==> config.mk <==
export PLATFORM = sky130hd
export DESIGN_NAME = pwm_generator
export DESIGN_NICKNAME = d
export VERILOG_FILES = /design/src/rtl/pwm_generator.sv
export SDC_FILE = /design/constraint.sdc
export NUM_CORES = 1
export LEC_CHECK = 0
export CELL_PAD_IN_SITES_DETAIL_PLACEMENT = 1
export CELL_PAD_IN_SITES_GLOBAL_PLACEMENT = 2
export CORE_MARGIN = 3
export CORE_UTILIZATION = 35
export CTS_BUF_LIST = sky130_fd_sc_hd__clkbuf_4 sky130_fd_sc_hd__clkbuf_8
export DETAILED_ROUTE_END_ITERATION = 8
export PLACE_DENSITY_LB_ADDON = 0.3
export SLEW_MARGIN = 15
export SYNTH_ARGS = -nofsm -noshare
export SYNTH_HDL_FRONTEND = slang
export SYNTH_SLANG_ARGS = --single-unit
==> constraint.sdc <==
create_clock -name clk -period 5.48 [get_ports clk]
set_clock_uncertainty 0.05 [all_clocks]
set_input_delay 0.822 -clock clk [delete_from_list [all_inputs] [get_ports clk]]
set_output_delay 0.822 -clock clk [all_outputs]
set_load 0.05 [all_outputs]
==> src/rtl/pwm_generator.sv <==
// PWM generator driven by rising edges of an upstream divided clock, with
// double-buffered period/duty. Define PWM_SYNC_LOAD_EN to defer reloads to period wraps.
module pwm_generator #(
    parameter int CNT_W = 16
) (
    input  logic             clk,
    input  logic             resetn,
    input  logic             clk_div,
    input  logic             enable,
    input  logic [CNT_W-1:0] cfg_period,
    input  logic [CNT_W-1:0] cfg_duty,
    input  logic             cfg_load,
    output logic             pwm_out,
    output logic             period_done,
    output logic             active
);

    typedef enum logic [1:0] {
        IDLE  = 2'd0,
        RUN   = 2'd1,
        DRAIN = 2'd2
    } state_t;

    localparam logic [CNT_W-1:0] ONE = CNT_W'(1);

    state_t           r_state;
    state_t           w_state_nxt;
    logic             r_clk_div_q;
    logic [CNT_W-1:0] r_cnt;
    logic             r_pwm_out;
    logic             r_period_done;
    logic [CNT_W-1:0] r_period_sh;
    logic [CNT_W-1:0] r_duty_sh;
    logic [CNT_W-1:0] r_pend_period;
    logic [CNT_W-1:0] r_pend_duty;
    logic             r_pend_valid;

    logic             w_tick;
    logic             w_running;
    logic             w_period_zero;
    logic             w_wrap;
    logic             w_xfer_evt;
    logic             w_from_pend;
    logic             w_direct;
    logic             w_live_we;
    logic [CNT_W-1:0] w_live_period;
    logic [CNT_W-1:0] w_live_duty;
    logic [CNT_W-1:0] w_duty_cmp;
    logic [CNT_W-1:0] w_cnt_inc;
    logic [CNT_W-1:0] w_cnt_nxt;
    logic             w_pwm_nxt;
    logic             w_done_nxt;

    assign w_tick        = clk_div & ~r_clk_div_q;
    assign w_running     = (r_state == RUN) || (r_state == DRAIN);
    assign w_period_zero = (r_period_sh == '0);
    // >= so that a counter stranded above a freshly shrunk period wraps on the next tick
    assign w_wrap        = !w_period_zero && (r_cnt >= r_period_sh - ONE);

    // A wrap is always a safe point to swap the live values; IDLE swaps immediately.
    assign w_xfer_evt = (r_state == IDLE) || (w_running && w_tick && w_wrap);
`ifdef PWM_SYNC_LOAD_EN
    assign w_from_pend = r_pend_valid && w_xfer_evt;
`else
    assign w_from_pend = r_pend_valid;
`endif
    assign w_direct      = cfg_load && w_xfer_evt;
    assign w_live_we     = w_direct || w_from_pend;
    assign w_live_period = w_direct ? cfg_period : r_pend_period;
    assign w_live_duty   = w_direct ? cfg_duty   : r_pend_duty;
    // The first tick of a new period compares against the duty being installed with it
    assign w_duty_cmp    = (w_wrap && w_live_we) ? w_live_duty : r_duty_sh;

    always_comb begin
        w_state_nxt = r_state;
        w_cnt_nxt   = r_cnt;
        w_pwm_nxt   = r_pwm_out;
        w_done_nxt  = 1'b0;
        w_cnt_inc   = w_wrap ? '0 : r_cnt + ONE;
        case (r_state)
            IDLE: begin
                w_cnt_nxt = '0;
                w_pwm_nxt = 1'b0;
                if (enable && !w_period_zero) begin
                    w_state_nxt = RUN;
                    w_pwm_nxt   = (r_duty_sh != '0);
                end
            end
            RUN, DRAIN: begin
                if (w_period_zero) begin
                    w_state_nxt = IDLE;
                    w_cnt_nxt   = '0;
                    w_pwm_nxt   = 1'b0;
                end else begin
                    if (w_tick) begin
                        w_cnt_nxt  = w_cnt_inc;
                        w_pwm_nxt  = (w_cnt_inc < w_duty_cmp);
                        w_done_nxt = w_wrap;
                    end
                    if (r_state == RUN) begin
                        if (!enable) w_state_nxt = DRAIN;
                    end else if (w_tick && w_wrap) begin
                        w_state_nxt = IDLE;
                        w_cnt_nxt   = '0;
                        w_pwm_nxt   = 1'b0;
                    end else if (enable) begin
                        w_state_nxt = RUN;
                    end
                end
            end
            default: begin
                w_state_nxt = IDLE;
                w_cnt_nxt   = '0;
                w_pwm_nxt   = 1'b0;
            end
        endcase
    end

    always_ff @(posedge clk) begin
        if (!resetn) begin
            r_state       <= IDLE;
            r_clk_div_q   <= 1'b0;
            r_cnt         <= '0;
            r_pwm_out     <= 1'b0;
            r_period_done <= 1'b0;
            r_period_sh   <= '0;
            r_duty_sh     <= '0;
            r_pend_valid  <= 1'b0;
        end else begin
            r_state       <= w_state_nxt;
            r_clk_div_q   <= clk_div;
            r_cnt         <= w_cnt_nxt;
            r_pwm_out     <= w_pwm_nxt;
            r_period_done <= w_done_nxt;
            if (w_live_we) begin
                r_period_sh <= w_live_period;
                r_duty_sh   <= w_live_duty;
            end
            if (cfg_load && !w_direct) r_pend_valid <= 1'b1;
            else if (w_from_pend)      r_pend_valid <= 1'b0;
        end
    end

    always_ff @(posedge clk) begin
        if (cfg_load) begin
            r_pend_period <= cfg_period;
            r_pend_duty   <= cfg_duty;
        end
    end

    assign pwm_out     = r_pwm_out;
    assign period_done = r_period_done;
    assign active      = (r_state != IDLE);

endmodule

; ---- Word level (Yosys, flattened, before mapping)
; Index checks and enable logic that the tools add are counted.
[classes]
n_addsub = 2
magnitude_cmp = 2
n_eq_ne = 5
muxes = 21
n_bitwise = 5
reduce_logical = 21
[op_table]
columns = op, count
row1 = $mux 16, 7
row2 = $add 16x1->16 const B, 1
row3 = $ge 16x16->1, 1
row4 = $logic_not 16->1, 1
row5 = $lt 16x16->1, 1
row6 = $reduce_bool 16->1, 1
row7 = $sub 16x1->16 const B, 1
row8 = $mux 2, 6
row9 = $logic_and 1x1->1, 8
row10 = $mux 1, 6
row11 = $ne 5x5->1 const B, 1
row12 = $ne 4x4->1 const B, 1
row13 = $not 1->1, 4
row14 = $pmux 2 s2, 1
row15 = $reduce_or 4->1, 1
row16 = $logic_or 1x1->1, 3
row17 = $reduce_and 3->1, 1
row18 = $reduce_or 3->1, 1
row19 = $eq 2x1->1 const B, 1
row20 = $eq 2x2->1 const B, 1
row21 = $logic_not 1->1, 2
row22 = $logic_not 2->1, 1
row23 = $ne 2x1->1 const B, 1
row24 = $pmux 1 s2, 1
row25 = 3 further kinds, 3
[totals]
ff_bits = 86
in_bits = 37
out_inout_bits = 3
wordCells = 66

; ---- Logic depth before layout (Yosys ltp)
[logic_depth]
depth_word = 15
ltp_mapped = 25
depth_no_buf = 24

; ---- Worst setup path after synthesis
; OpenSTA, ideal clock, no wires.
[synth_timing]
path_type = flip-flop to flip-flop
startpoint = register r_period_sh[2]
endpoint = register r_pwm_out (netlist: pwm_out)
setup_time_ps = 75
arrival_time_ps = 4985
required_ps = 5355
setup_slack_ps = 370
path_stages_with_launch = 24
n_path_buf = 2
synth_period_minus_slack_ps = 5110
cell_sequence = dfxtp_1 nor3_1 and3_1 nand2b_1 nand2b_1 nor4_1 xnor2_1 ha_1 nand4_1 or4_1 o32a_1 a21boi_1 clkbuf_1 buf_1 nor2_1 ha_1 a21oi_1 o21ai_0 a21o_1 a211oi_1 nor2_1 o41ai_1 nand3_1 o22ai_1
[synth_via]
elab_chain_len = 15
[synth_lines]
columns = item, line
row1 = from (decl), 32  ; logic [CNT_W-1:0] r_period_sh;
row2 = from (signal assigned), 136  ; r_period_sh <= w_live_period;
row3 = $sub 16x1->16 / $logic_not 16->1 (equally long branches), "58, 56"
row4 = $ge 16x16->1 / $logic_not 1->1 (equally long branches), "58, 84"
row5 = $logic_and 1x1->1, 58  ; assign w_wrap = !w_period_zero && (r_cnt >= r_period_sh - ONE);
row6 = $logic_and 1x1->1, 61  ; assign w_xfer_evt = (r_state == IDLE) || (w_running && w_tick && w_wrap);
row7 = $logic_or 1x1->1, 61
row8 = $logic_and 1x1->1, 67  ; assign w_direct = cfg_load && w_xfer_evt;
row9 = $logic_or 1x1->1, 68  ; assign w_live_we = w_direct || w_from_pend;
row10 = $logic_and 1x1->1, 72  ; assign w_duty_cmp = (w_wrap && w_live_we) ? w_live_duty : r_duty_sh;
row11 = $mux 16, 72
row12 = $lt 16x16->1, 97  ; w_pwm_nxt = (w_cnt_inc < w_duty_cmp);
row13 = $mux 1, 95  ; if (w_tick) begin
row14 = $mux 1, 102  ; end else if (w_tick && w_wrap) begin
row15 = $mux 1, 100  ; if (r_state == RUN) begin
row16 = $mux 1, 90  ; if (w_period_zero) begin
row17 = $pmux 1 s2 (*), 80  ; case (r_state)
row18 = to (signal assigned), 133  ; r_pwm_out <= w_pwm_nxt;
row19 = to (decl), 30  ; logic r_pwm_out;
; Mark *: on every way between the ends. The rest lies on a longest branch, timed or not.
; A chain may end at the register's enable or synchronous reset.

; ---- Worst setup path in the final report
[layout_timing]
startpoint = register r_period_sh[4]
endpoint = register r_pwm_out (netlist: pwm_out)
; Same word-level chain as after synthesis.

==> impl_metrics.csv <==
group,metric,value,unit
synth,ys_async_sr_fraction,0,
setup_path,slowest_delay,0.42,ns
setup_path,arrival,5.34,ns
routing,vias_per_cell,5.343,
timing,fin_crit_sh,0.9375,
placed_design,dpl.hpwl,9537,um
min_path,holdCritPathClass,"flip-flop to flip-flop",
placed_design,placedCellCount,721,
grt,grt_pass1_vias,4187,
synth,ys.flop_type,"dfxtp_1",
setup_path,worstPathCellList,"nor3_4, and3_4, nand2b_1, nand2b_4, nor4_4, xnor2_1, ha_1, nand4_1, or4_1, o32a_1, nand2_2, a41oi_4, buf_6, buf_4, mux2i_1, nand2_1, o21ai_0, ha_1, nand4_1, nor4_1, o211ai_1, a311oi_2, o22ai_1",
final_layout,final_area,0.005971,mm^2
clock_network,clk_latency,0.37,ns
synth,ys_seq_area_frac,0.4054,
power_and_ir_drop,leakagePower,2.537,nW
floorplanning,row_count,43,
timing,setup_viol,0,
clock_network,htreeDepth,3,
final_layout,final_cells,746,
placed_design,globalplace.congestion,0.8065,
setup_path,worstPathRequired,5.69,ns
routing,vias,3986,
final_layout,drive_gt1_frac,0.09894,
setup_path,crit_fanout,7,
grt,grt_max_degree,42,
routing,first_iter_violations,163,
floorplanning,dieWidth,126.0,um
routing,drc_errors,0,
synth,ys_seq_elements,86,
clock_network,cts_hold_buffers,0,
timing,finalWorstSetupSlack,0.3427,ns
floorplanning,initial_core_util,0.3601,
setup_path,cp_slowest_cell,"or4_1",
synth,yosysTopAreaCellShare,0.2146,
grt,grt_pass1_wl,21400,um
synth,synth_nets,595,
power_and_ir_drop,ir_drop,0.0002136,V
clock_network,clk_pin_slew,0.08,ns
clock_network,cts_root_buffer,"clkbuf_8",
clock_network,cts_tree,"built",
placed_design,pre_cts_slack,0.1053,ns
synth,netlist_instances,521,
timing,worst_pin_slew,0.9485,ns
final_layout,layout_commonest_cell,"nand2_1",
setup_path,worst-path-buf-inv,2,
setup_path,path_delay_family,"simple AND/OR/NAND/NOR gates",
synth,ys_warn_count,0,
routing,wl,13160,um
placed_design,place_area,0.005607,mm^2
final_layout,area_growth_syn_to_layout,18.53,%
job,max_cap_viol_count,0,
synth,synth_top_cell_by_area,"dfxtp_1",
timing,fin_crit,5.137,ns
setup_path,crit_type,"flip-flop to flip-flop",
timing,slew_headroom,0.3677,
clock_network,cts_buffer_depth,2,
routing,ant_nets,0,
grt,grt_usage,0.1687,
floorplanning,io_pins,40,
routing,wl_per_cell,17.64,um
synth,syn_area,0.005037,mm^2
timing,slew_viol_final,0,
routing,dr.pass1.iters,4,
placed_design,portBuffers,39,
floorplanning,coreArea,0.01399,mm^2
synth,synth_area_per_cell,9.669,um^2
timing,maxClockFrequency,194.7,MHz
setup_path,end_kind,"flip-flop",
grt,grt_overflow,0,
clock_network,cts_made_buffers,9,
final_layout,diodes,0,
floorplanning,die_h,126.0,um
timing,hold_viol,0,
final_layout,layout_common_cells,"nand2_1 (72), dfxtp_1 (51), mux2i_1 (47), clkdlybuf4s50_1 (38), ha_1 (37)",
synth,synth.distinct_cells,48,
power_and_ir_drop,power_density,366.4,mW/mm^2
status,status,"completed",
grt,antenna_found_initial,0,
synth,synthTopCellsByArea,"dfxtp_1 (21%), edfxtp_1 (19%), mux2i_1 (9.3%), ha_1 (9.2%), o211a_1 (6.4%)",
clock_network,cts_sinks,86,
final_layout,fin_nets,636,
floorplanning,die-area,0.01587,mm^2
setup_path,cp-start-kind,"flip-flop",
synth,synth_edf_count,32,
cells in the mapped netlist, drive strengths merged (4+ instances only):
master and n:
nor2 35, nand4 6, xnor2 18, buf 9, nand3 6, nand3b 6
mux2i 47, nand2b 4, ha 37, and3 9, xor2 10, o211a 32
nor2b 8, o21ai 27, nor3 12, a21oi 25, dfxtp 54, nor4 8
nand2 73, inv 8, edfxtp 32, and2 5, clkbuf 19
power breakdown:
| group | switching (mW) | internal, mW | total (mW) | leakage, nW |
|---|---|---|---|---|
| logic | 0.477 | 0.418 | 0.895 | 1.69 |
| registers | 0.0962 | 0.758 | 0.855 | 0.758 |
| clock network | 0.228 | 0.210 | 0.438 | 0.0930 |
layer usage:
layer  global-route usage  vias to the layer above  share of wire
met5                    0                        -              0
li1                     -                     1974              -
met1               0.2130                     1944           0.45
met2               0.2898                       55           0.49
met3              0.03393                       13          0.035
met4              0.05426                        0          0.017
flip-flops by register name, summed over array words and instances (netlist names):
register,flops
period_done,1
pwm_out,1
r_clk_div_q,1
r_cnt,16
r_duty_sh,16
r_pend_duty,16
r_pend_period,16
r_pend_valid,1
r_period_sh,16
r_state,2
repair_timing:
action	CTS	global route
setup endpoints to repair	0	1
gates resized for setup	0	23
buffers inserted	0	10
hold endpoints to repair	0	0
final timing paths:
path	startpoint	endpoint	slack, ns	depth (start not counted)
worst max-delay path	r_period_sh[4]	pwm_out	0.34	23
worst min-delay path	r_cnt[4]	r_cnt[4]	0.50	2
worst max register to register	r_period_sh[4]	pwm_out	0.34	23
worst min register to register	r_cnt[4]	r_cnt[4]	0.50	2
per-stage QoR:
step	hold WS (ns)	power, mW	setup TNS [ns]	util
floorplan	0.4345	1.454	0	-
global placement	0.4699	1.653	0	0.4008
detailed placement	0.4871	1.686	0	0.4008
CTS	0.5011	2.137	0	0.4139
global route	0.5389	2.353	-0.01870	0.4268
finish	0.5004	2.188	0	0.4268
kinds of logic after synthesis:
| kind of cell | Yosys count | share of synthesized area |
|---|---|---|
| xor gates and xnor gates | 28 | 0.04868 |
| DFF | 86 | 0.4054 |
| and+or+nand+nor | 177 | 0.1674 |
| muxes | 50 | 0.1001 |
| adders and majority gates | 37 | 0.09190 |
| buffers and inverters | 36 | 0.03105 |
| AOI/OAI and AO/OA | 107 | 0.1555 |
area by class of cell:
type	instances	area, um^2
sequential	86	2046
timing repair buffer	58	559.3
multi-input combinational	399	2928
clock inverter	5	51.30
clock buffer	10	131.4
fill	1617	8018
tap	180	225.2
inverter	8	30.03
worst min-delay path, cell delays in order (launching register included):
cell,delay (ns)
dfxtp_1,0.37
nand2_1,0.09
a21oi_1,0.05
No activity file was read; power rests on OpenSTA's default activity.
